==> src/rtl/inst_line_fetcher_if.sv <==
// AXI-4 read address/data channels between the fetch buffer (master) and instruction memory (slave).
interface inst_line_fetcher_if #(
  parameter int ID_WIDTH   = 4,
  parameter int ADDR_WIDTH = 32,
  parameter int DATA_WIDTH = 16
);
  logic [ID_WIDTH-1:0]   arid;
  logic [ADDR_WIDTH-1:0] araddr;
  logic [7:0]            arlen;
  logic [2:0]            arsize;
  logic [1:0]            arburst;
  logic                  arvalid;
  logic                  arready;
  logic [ID_WIDTH-1:0]   rid;
  logic [DATA_WIDTH-1:0] rdata;
  logic [1:0]            rresp;
  logic                  rlast;
  logic                  rvalid;
  logic                  rready;

  modport master (
    output arid, araddr, arlen, arsize, arburst, arvalid, rready,
    input  arready, rid, rdata, rresp, rlast, rvalid
  );

  modport slave (
    input  arid, araddr, arlen, arsize, arburst, arvalid, rready,
    output arready, rid, rdata, rresp, rlast, rvalid
  );
endinterface

==> src/rtl/inst_line_fetcher.sv <==
// Single-line instruction fetch buffer: returns a hit one cycle after the request,
// otherwise refills the whole line with one INCR burst and then returns the word.
module inst_line_fetcher #(
  parameter int ID_WIDTH   = 4,
  parameter int ADDR_WIDTH = 32,
  parameter int DATA_WIDTH = 16,
  parameter int LINE_WORDS = 64,
  parameter int AXI_ID     = 0
) (
  input  logic        clk,
  input  logic        rst,
  input  logic        fetch_req,
  input  logic [12:0] fetch_pc,
  input  logic        flush,
  output logic        fetch_valid,
  output logic [15:0] fetch_inst,
  output logic        busy,
  output logic        err,
  inst_line_fetcher_if.master axi
);
  localparam int OW = $clog2(LINE_WORDS);
  localparam int TW = 12 - OW;

  typedef enum logic [1:0] {ST_IDLE, ST_AR, ST_R, ST_RESP} state_t;

  state_t                state_reg, state_next;
  logic [DATA_WIDTH-1:0] buffer [LINE_WORDS];
  logic [12:1]           pc_reg;
  logic [TW-1:0]         tag_reg;
  logic                  line_valid_reg;
  logic                  fill_ok_reg;
  logic                  flush_seen_reg;
  logic                  err_reg;
  logic [OW-1:0]         cnt_reg;
  logic [ADDR_WIDTH-1:0] araddr_reg;
  logic [DATA_WIDTH-1:0] inst_reg;

  logic [TW-1:0] req_tag;
  logic [OW-1:0] req_off;
  logic [OW-1:0] pc_off;
  logic [12:0]   req_base;
  logic          hit, accept, ar_fire, beat, last_beat, fill_ok_now, flush_seen_now;
  logic          arvalid_c, rready_c;
  logic          unused_bits;

  assign req_tag        = fetch_pc[12:OW+1];
  assign req_off        = fetch_pc[OW:1];
  assign pc_off         = pc_reg[OW:1];
  assign req_base       = {req_tag, {(OW+1){1'b0}}};
  assign hit            = line_valid_reg && (tag_reg == req_tag) && !flush;
  assign accept         = (state_reg == ST_IDLE) && fetch_req;
  assign ar_fire        = (state_reg == ST_AR) && axi.arready;
  assign beat           = (state_reg == ST_R) && axi.rvalid;
  assign last_beat      = beat && (&cnt_reg);
  assign fill_ok_now    = fill_ok_reg && (axi.rresp == 2'b00);
  assign flush_seen_now = flush_seen_reg || flush;
  assign unused_bits    = ^{axi.rid, fetch_pc[0]};

  assign axi.arid    = ID_WIDTH'(AXI_ID);
  assign axi.araddr  = araddr_reg;
  assign axi.arlen   = 8'(LINE_WORDS - 1);
  assign axi.arsize  = 3'b001;
  assign axi.arburst = 2'b01;
  assign axi.arvalid = arvalid_c;
  assign axi.rready  = rready_c;
  assign fetch_inst  = inst_reg;
  assign err         = err_reg;

  always_ff @(posedge clk) begin
    if (rst) state_reg <= ST_IDLE;
    else     state_reg <= state_next;
  end

  always_comb begin
    state_next  = state_reg;
    fetch_valid = 1'b0;
    busy        = 1'b1;
    arvalid_c   = 1'b0;
    rready_c    = 1'b0;
    case (state_reg)
      ST_IDLE: begin
        busy = 1'b0;
        if (fetch_req) state_next = hit ? ST_RESP : ST_AR;
      end
      ST_AR: begin
        arvalid_c = 1'b1;
        if (axi.arready) state_next = ST_R;
      end
      ST_R: begin
        rready_c = 1'b1;
        if (last_beat) state_next = ST_RESP;
      end
      ST_RESP: begin
        fetch_valid = 1'b1;
        state_next  = ST_IDLE;
      end
      default: state_next = ST_IDLE;
    endcase
  end

  always_ff @(posedge clk) begin
    if (rst) begin
      pc_reg         <= '0;
      tag_reg        <= '0;
      line_valid_reg <= 1'b0;
      fill_ok_reg    <= 1'b0;
      flush_seen_reg <= 1'b0;
      err_reg        <= 1'b0;
      cnt_reg        <= '0;
      araddr_reg     <= '0;
    end else begin
      if (accept) begin
        pc_reg     <= fetch_pc[12:1];
        araddr_reg <= ADDR_WIDTH'(req_base);
      end
      // A flush seen while the line is in flight keeps the refilled line invalid.
      if (accept)
        flush_seen_reg <= 1'b0;
      else if ((state_reg == ST_AR || state_reg == ST_R) && flush)
        flush_seen_reg <= 1'b1;
      if (ar_fire) begin
        cnt_reg     <= '0;
        fill_ok_reg <= 1'b1;
      end
      if (beat) begin
        cnt_reg     <= cnt_reg + OW'(1);
        fill_ok_reg <= fill_ok_now;
        if (axi.rlast != (&cnt_reg)) err_reg <= 1'b1;
      end
      if (last_beat) begin
        tag_reg        <= pc_reg[12:OW+1];
        line_valid_reg <= fill_ok_now && !flush_seen_now;
      end else if (flush) begin
        line_valid_reg <= 1'b0;
      end
    end
  end

  always_ff @(posedge clk) begin
    if (beat) buffer[cnt_reg] <= axi.rdata;
  end

  // Hits read the line; on a refill the requested beat is captured as it streams past.
  always_ff @(posedge clk) begin
    if (rst)
      inst_reg <= '0;
    else if (accept)
      inst_reg <= buffer[req_off];
    else if (beat && (cnt_reg == pc_off))
      inst_reg <= axi.rdata;
  end
endmodule

==> src/flat_wrapper.sv <==
// flat-port wrapper written by rule: the top's interface ports become plain ports
module inst_line_fetcher_flat 
#(
  parameter int ID_WIDTH   = 4,
  parameter int ADDR_WIDTH = 32,
  parameter int DATA_WIDTH = 16,
  parameter int LINE_WORDS = 64,
  parameter int AXI_ID     = 0
)
  (clk, rst, fetch_req, fetch_pc, flush, fetch_valid, fetch_inst, busy, err, axi_arid, axi_araddr, axi_arlen, axi_arsize, axi_arburst, axi_arvalid, axi_rready, axi_arready, axi_rid, axi_rdata, axi_rresp, axi_rlast, axi_rvalid);
  inst_line_fetcher_if #(.ID_WIDTH(ID_WIDTH), .ADDR_WIDTH(ADDR_WIDTH), .DATA_WIDTH(DATA_WIDTH)) axi_i ();
  input  logic clk;
  input  logic rst;
  input  logic fetch_req;
  input  logic [12:0] fetch_pc;
  input  logic flush;
  output logic fetch_valid;
  output logic [15:0] fetch_inst;
  output logic busy;
  output logic err;
  output wire logic [$bits(axi_i.arid)-1:0] axi_arid;
  output wire logic [$bits(axi_i.araddr)-1:0] axi_araddr;
  output wire logic [$bits(axi_i.arlen)-1:0] axi_arlen;
  output wire logic [$bits(axi_i.arsize)-1:0] axi_arsize;
  output wire logic [$bits(axi_i.arburst)-1:0] axi_arburst;
  output wire logic [$bits(axi_i.arvalid)-1:0] axi_arvalid;
  output wire logic [$bits(axi_i.rready)-1:0] axi_rready;
  input wire logic [$bits(axi_i.arready)-1:0] axi_arready;
  input wire logic [$bits(axi_i.rid)-1:0] axi_rid;
  input wire logic [$bits(axi_i.rdata)-1:0] axi_rdata;
  input wire logic [$bits(axi_i.rresp)-1:0] axi_rresp;
  input wire logic [$bits(axi_i.rlast)-1:0] axi_rlast;
  input wire logic [$bits(axi_i.rvalid)-1:0] axi_rvalid;
  assign axi_arid = axi_i.arid;
  assign axi_araddr = axi_i.araddr;
  assign axi_arlen = axi_i.arlen;
  assign axi_arsize = axi_i.arsize;
  assign axi_arburst = axi_i.arburst;
  assign axi_arvalid = axi_i.arvalid;
  assign axi_rready = axi_i.rready;
  assign axi_i.arready = axi_arready;
  assign axi_i.rid = axi_rid;
  assign axi_i.rdata = axi_rdata;
  assign axi_i.rresp = axi_rresp;
  assign axi_i.rlast = axi_rlast;
  assign axi_i.rvalid = axi_rvalid;
  inst_line_fetcher #(.ID_WIDTH(ID_WIDTH), .ADDR_WIDTH(ADDR_WIDTH), .DATA_WIDTH(DATA_WIDTH), .LINE_WORDS(LINE_WORDS), .AXI_ID(AXI_ID)) u_core (.clk(clk), .rst(rst), .fetch_req(fetch_req), .fetch_pc(fetch_pc), .flush(flush), .fetch_valid(fetch_valid), .fetch_inst(fetch_inst), .busy(busy), .err(err), .axi(axi_i));
endmodule
==> config.mk <==
export PLATFORM = sky130hd
export DESIGN_NAME = inst_line_fetcher_flat
export DESIGN_NICKNAME = d
export VERILOG_FILES = /design/src/rtl/inst_line_fetcher_if.sv /design/src/rtl/inst_line_fetcher.sv /design/src/flat_wrapper.sv
export SDC_FILE = /design/constraint.sdc
export NUM_CORES = 1
export LEC_CHECK = 0
export ABC_AREA = 1
export CAP_MARGIN = 10
export CORE_ASPECT_RATIO = 1.4
export CORE_MARGIN = 10
export CORE_UTILIZATION = 40
export CTS_CLUSTER_DIAMETER = 100
export DETAILED_ROUTE_END_ITERATION = 10
export PLACE_DENSITY_LB_ADDON = 0.3
export SETUP_SLACK_MARGIN = 0.05
export SLEW_MARGIN = 20
export SYNTH_ARGS = -nofsm -noshare
export SYNTH_HDL_FRONTEND = slang
export SYNTH_SLANG_ARGS = --single-unit
==> constraint.sdc <==
create_clock -name clk -period 2.8 [get_ports clk]
set_input_delay 0.7 -clock clk [delete_from_list [all_inputs] [get_ports clk]]
set_output_delay 0.7 -clock clk [all_outputs]
set_load 0.01 [all_outputs]
Word level (Yosys, flattened, before mapping)

Memory sizes are Yosys's and may differ from the RTL's.
Index checks and enable logic that the tools add are counted.
Widths: inputs -> output; s select.

Add/subtract/negate cells: 1
Equality and inequality tests: 9
Mux-type cells: 19
Reductions and logical operators: 23

Operators with widths:

| cell                | number |
|---|---|
| $mux 16             | 2 |
| $eq 6x6->1          | 2 |
| $mux 6              | 2 |
| $logic_and 1x1->1   | 10 |
| $mux 1              | 10 |
| $mux 2              | 4 |
| $pmux 2 s4          | 1 |
| $add 6x1->6 const B | 1 |
| $reduce_and 6->1    | 1 |
| $reduce_bool 2->1   | 3 |
| $eq 2x2->1 const B  | 2 |
| $logic_not 2->1     | 2 |
| $ne 2x2->1 const B  | 2 |
| $reduce_and 3->1    | 1 |
| $eq 2x1->1 const B  | 1 |
| $logic_not 1->1     | 2 |
| $logic_or 1x1->1    | 2 |
| $ne 2x1->1 const B  | 1 |
| $reduce_and 2->1    | 1 |
| $reduce_or 2->1     | 1 |
| $ne 1x1->1          | 1 |

Word-level logic and storage cells: 63
RAM bits: 1024
Flip-flop bits (word level): 52
Output and inout bits: 70
Memories kept: 1

Memories:

| name          | words | bits a word | read ports | clocked after memory_dff | wr ports | RTL line                | text |
|---|---|---|---|---|---|---|---|
| u_core.buffer | 64    | 16          | 1          | 0                        | 1        | inst_line_fetcher.sv:27 | `logic [DATA_WIDTH-1:0] buffer [LINE_WORDS];` |

Depth between registers and ports, before layout

Depth after elaboration: 6
Gate-level depth with buffers: 14
Depth with buffers taken out: 12

Worst setup path after synthesis

No wires, ideal clock.

Path type: register -> register
Start point: register u_core.state_reg[0]
End point: memory u_core.buffer[40][0], enable pin
Data arrival time: 2.116 ns
Path buffers: 1
Setup slack: 0.296 ns
Stages on the path, launching flop included: 8
Period minus slack after synthesis: 2.504 ns
Path through: dfxtp_1 > inv_1 > ha_1 > nand2_2 > inv_1 > buf_2 > nand4_1 > nor2_1

Cells in the longest elaborated chain, start to end: 4

RTL lines:

| element                      | RTL line                 | text |
|---|---|---|
| from (decl)                  | inst_line_fetcher.sv:26  | `state_t state_reg, state_next;` |
| from (signal assigned)       | inst_line_fetcher.sv:71  | `else state_reg <= state_next;` |
| $eq 2x2->1                   | inst_line_fetcher.sv:53  | `assign beat = (state_reg == ST_R) && axi.rvalid;` |
| $logic_and 1x1->1            | inst_line_fetcher.sv:53  |  |
| $mux 1                       | inst_line_fetcher.sv:140 | `if (beat) buffer[cnt_reg] <= axi.rdata;` |
| $mux 1 (not written as such) | inst_line_fetcher.sv:140 |  |
| to (decl)                    | inst_line_fetcher.sv:27  |  |

Every way passes these cells.

Worst setup path in the final report

Start point: register u_core.state_reg[0]
End point: output axi_rready

Cells in the longest elaborated chain, start to end: 2

RTL lines:

| element    | RTL line                | text |
|---|---|---|
| $eq 2x2->1 | inst_line_fetcher.sv:80 | `case (state_reg)` |
| $mux 1     | inst_line_fetcher.sv:80 |  |
| to (decl)  | flat_wrapper.sv:27      | `output wire logic [$bits(axi_i.rready)-1:0] axi_rready;` |

Every way passes these cells.

==> results.json <==
{
  "worst_slew_margin_relative_to_its_limit_pct": 44.22,
  "worstMarginPinSlew_ps": 836.7,
  "insertion_delay_ps": 690,
  "syn_area_per_cell_um2": 11.63,
  "antenna_cells_inserted": 0,
  "worst_hold_slack_ps": 437.5,
  "root_buffer": "sky130_fd_sc_hd__clkbuf_16",
  "design.final.nets": 3975,
  "syn_to_final_growth_pct": 15.90,
  "portBuffers": 63,
  "dr_iter_0_viols": 2752,
  "min_path_cells": 1,
  "area_enclosed_by_the_die_boundary_mm2": 0.1245,
  "pin_count_of_the_biggest_net_entering_global_routing": 119,
  "detail_route.drc_violations": 0,
  "instances_no_fill": 5468,
  "start_util_pct": 40.24,
  "floorplan.core_area_mm2": 0.1099,
  "grt_antenna_before_repair": 1,
  "numCtsBuffers": 94,
  "drv_cap": 0,
  "worst-endpoint-arrival_ps": 1960,
  "worst_case_reg_to_reg_path_depth": 9,
  "ys_ff_latch": 1070,
  "maximum_number_of_buffers_from_clock_root_to_sink": 3,
  "setup_viol_count_final": 0,
  "synthDistinctLibCells": 36,
  "status": "finished clean",
  "finalInstanceArea_mm2": 0.05126,
  "critical_path.endpoint_type": "primary output",
  "mapped_cell_area_mm2": 0.04423,
  "grt.overflow.total": 0,
  "worst_setup_hold_path_clk_slew_ps": 70,
  "p_per_area_mw_per_mm2": 677.5,
  "vdd.ir_drop.worst_mv": 0.4225,
  "gp_congestion": 0.8894,
  "critPathMaxFanout": 4,
  "ctsHtreeMaxLevel": 3,
  "grt_pass1_vias": 27400,
  "critPathRequiredTime_ps": 2100,
  "hold_class": "in -> reg",
  "top_level_pins": 112,
  "cts_repair_resize_count": 0,
  "syn-instance-count": 3803,
  "post_cts_buffers": 0,
  "cp_top_family": "buffers and inverters",
  "min_delay_worst_endpoint": "u_core.buffer[19][6]$_DFFE_PP_",
  "max_clock_freq_mhz": 376.1,
  "post-dp-hpwl_um": 73310,
  "detail_route.first_pass.iterations": 5,
  "rrSetupSlack_ps": 320,
  "cts.sink_count": 1070,
  "crit_type": "reg -> out",
  "drt.antenna.violating_nets": 0,
  "post_route_cells_drive_above_1_share_pct": 9.731,
  "commonest_cells_after_routing_fill_and_taps_aside": "1,218 x sky130_fd_sc_hd__nand2_1, 1,024 x sky130_fd_sc_hd__edfxtp_1, 956 x sky130_fd_sc_hd__nand3_1",
  "via_count": 28910,
  "synth-warning-count": 0,
  "wl_per_cell_um": 21.90,
  "finalSetupTns_ps": 0,
  "critical_path.startpoint_type": "flop",
  "post_dp_cell_area_mm2": 0.04797,
  "chipWidth_um": 301.0,
  "synthDominantCellAreaShare_pct": 69.52,
  "grt_setup_unrepaired": "false",
  "crit_path_cell_trace": "inv_1, ha_1, clkdlybuf4s50_1",
  "max_stage_delay_ps": 580,
  "routed_via_density": 5.288,
  "synth_top_cells_by_area": "sky130_fd_sc_hd__edfxtp_1 70%, sky130_fd_sc_hd__nand3_1 11%, sky130_fd_sc_hd__nand2_1 10%",
  "layout_worst_path_cycle_share_pct": 94.96,
  "grt_pass1_wl_um": 176200,
  "critical_path.reg2reg.startpoint": "u_core.state_reg[0]$_SDFFE_PP0P_",
  "cpMaxStageDelayCell": "sky130_fd_sc_hd__clkdlybuf4s50_1",
  "fin_skew_ps": 22.64,
  "worstReg2RegEnd": "u_core.buffer[36][11]$_DFFE_PP_",
  "largest_register_ffs": 1024,
  "finalHoldViolCount": 0,
  "placedCellCount": 5291,
  "synth_seq_area_share_pct": 71.60,
  "power.static_leakage_nw": 18.46,
  "layout.cells.most_common": "sky130_fd_sc_hd__nand2_1",
  "worst_hold_startpoint": "axi_rdata[6]",
  "drt-total-wl_um": 119700,
  "die_y_um": 413.5,
  "ctsHoldBuffers": 0,
  "row_count": 144,
  "shortest_period_the_worst_path_allows_ps": 2659,
  "post-synth-top-area-cell": "sky130_fd_sc_hd__edfxtp_1",
  "cts_tree": "done",
  "critPathBufInv": 2,
  "timing.final.max_slew_violations": 0,
  "grt.total_usage_pct": 18.80
}
## where the power goes
part	switching (mW)	internal (mW)	total [mW]
combinational	2.13	1.05	3.17
clock	5.82	7.95	13.8
sequential	0.111	17.7	17.8
## cells by family after synthesis
group	after synthesis	share of synthesized area (%)
AO/OA/AOI/OAI	84	1.052
other	2	0.01698
flip-flops	1070	71.60
adder cells (fa/ha/maj)	6	0.1697
buffers and inverters	357	4.925
XOR/XNOR	8	0.1584
AND/OR/NAND/NOR	2276	22.07
## layer usage
metal	track usage, %	share of wire (%)
met1	24.30	40
met2	31.50	49
met3	2.648	6.9
met4	7.818	3.7
met5	0	0
## synth_stat cells
cell type and n:
sky130_fd_sc_hd__o221ai_2 1, sky130_fd_sc_hd__nand2_1 1218, sky130_fd_sc_hd__xnor2_1 1, sky130_fd_sc_hd__ha_1 6
sky130_fd_sc_hd__a211oi_1 2, sky130_fd_sc_hd__buf_4 57, sky130_fd_sc_hd__a2111oi_2 1, sky130_fd_sc_hd__nand3_1 956
sky130_fd_sc_hd__clkinv_1 1, sky130_fd_sc_hd__o21ai_1 14, sky130_fd_sc_hd__inv_8 1, sky130_fd_sc_hd__o211ai_1 2
sky130_fd_sc_hd__clkbuf_1 27, sky130_fd_sc_hd__nor3b_1 1, sky130_fd_sc_hd__o311a_1 1, sky130_fd_sc_hd__inv_1 64
sky130_fd_sc_hd__buf_2 126, sky130_fd_sc_hd__nor4_1 1, sky130_fd_sc_hd__buf_6 61, sky130_fd_sc_hd__o221a_2 1
sky130_fd_sc_hd__o21a_1 1, sky130_fd_sc_hd__o22ai_1 1, sky130_fd_sc_hd__clkbuf_2 1, sky130_fd_sc_hd__buf_1 18
sky130_fd_sc_hd__nor2_1 91, sky130_fd_sc_hd__nand4_1 3, sky130_fd_sc_hd__edfxtp_1 1024, sky130_fd_sc_hd__nor2_2 1
sky130_fd_sc_hd__a21oi_1 39, sky130_fd_sc_hd__nor3_1 4, sky130_fd_sc_hd__o21ai_0 21, sky130_fd_sc_hd__dfxtp_1 46
sky130_fd_sc_hd__inv_2 1, sky130_fd_sc_hd__nand2_2 1, sky130_fd_sc_hd__conb_1 2, sky130_fd_sc_hd__xor2_1 7
## how the worst max path moves through the flow
stage | cells after the start | slack, ps | startpoint | end
floorplan | 7 | 300 | u_core.state_reg[0]$_SDFFE_PP0P_ | u_core.buffer[40][0]$_DFFE_PP_
global placement | 8 | -120 | axi_rvalid | u_core.buffer[36][13]$_DFFE_PP_
detailed placement | 8 | -120 | axi_rvalid | u_core.buffer[2][6]$_DFFE_PP_
CTS | 4 | 60 | u_core.state_reg[0]$_SDFFE_PP0P_ | busy
global route | 3 | 70 | u_core.state_reg[0]$_SDFFE_PP0P_ | axi_rready
finish | 3 | 140 | u_core.state_reg[0]$_SDFFE_PP0P_ | axi_rready
## cell type report
cell class,count,area (um2)
sequential,1070,31670
inverter,67,277.8
tap,1460,1827
timing repair buffer,277,3664
clock buffer,125,2635
multi-input combinational,2417,10540
fill,9667,58640
clock inverter,52,654.4
## through the flow
| step | setup slack, ps | utilization, % | power, mW |
|---|---|---|---|
| 2_1_floorplan | 295.6 | - | 19.85 |
| 4_1_cts | 57.79 | 46.64 | 34.95 |
| 5_1_grt | 67.65 | 46.64 | 35.83 |
| 3_5_place_dp | -121.7 | 43.65 | 21.30 |
| 6_report | 141.1 | 46.64 | 34.73 |
| 3_3_place_gp | -120.0 | 43.65 | 21.26 |
## worst reg2reg max path: stages (launching register included)
cell and delay, ps:
sky130_fd_sc_hd__dfxtp_1 330, sky130_fd_sc_hd__inv_1 120, sky130_fd_sc_hd__ha_1 250, sky130_fd_sc_hd__nand2_2 150, sky130_fd_sc_hd__buf_4 190, sky130_fd_sc_hd__nor2_1 260, sky130_fd_sc_hd__nand2_1 200, sky130_fd_sc_hd__buf_4 180
sky130_fd_sc_hd__nor2_1 230, sky130_fd_sc_hd__buf_4 270
No activity file was read; power rests on OpenSTA's default activity.
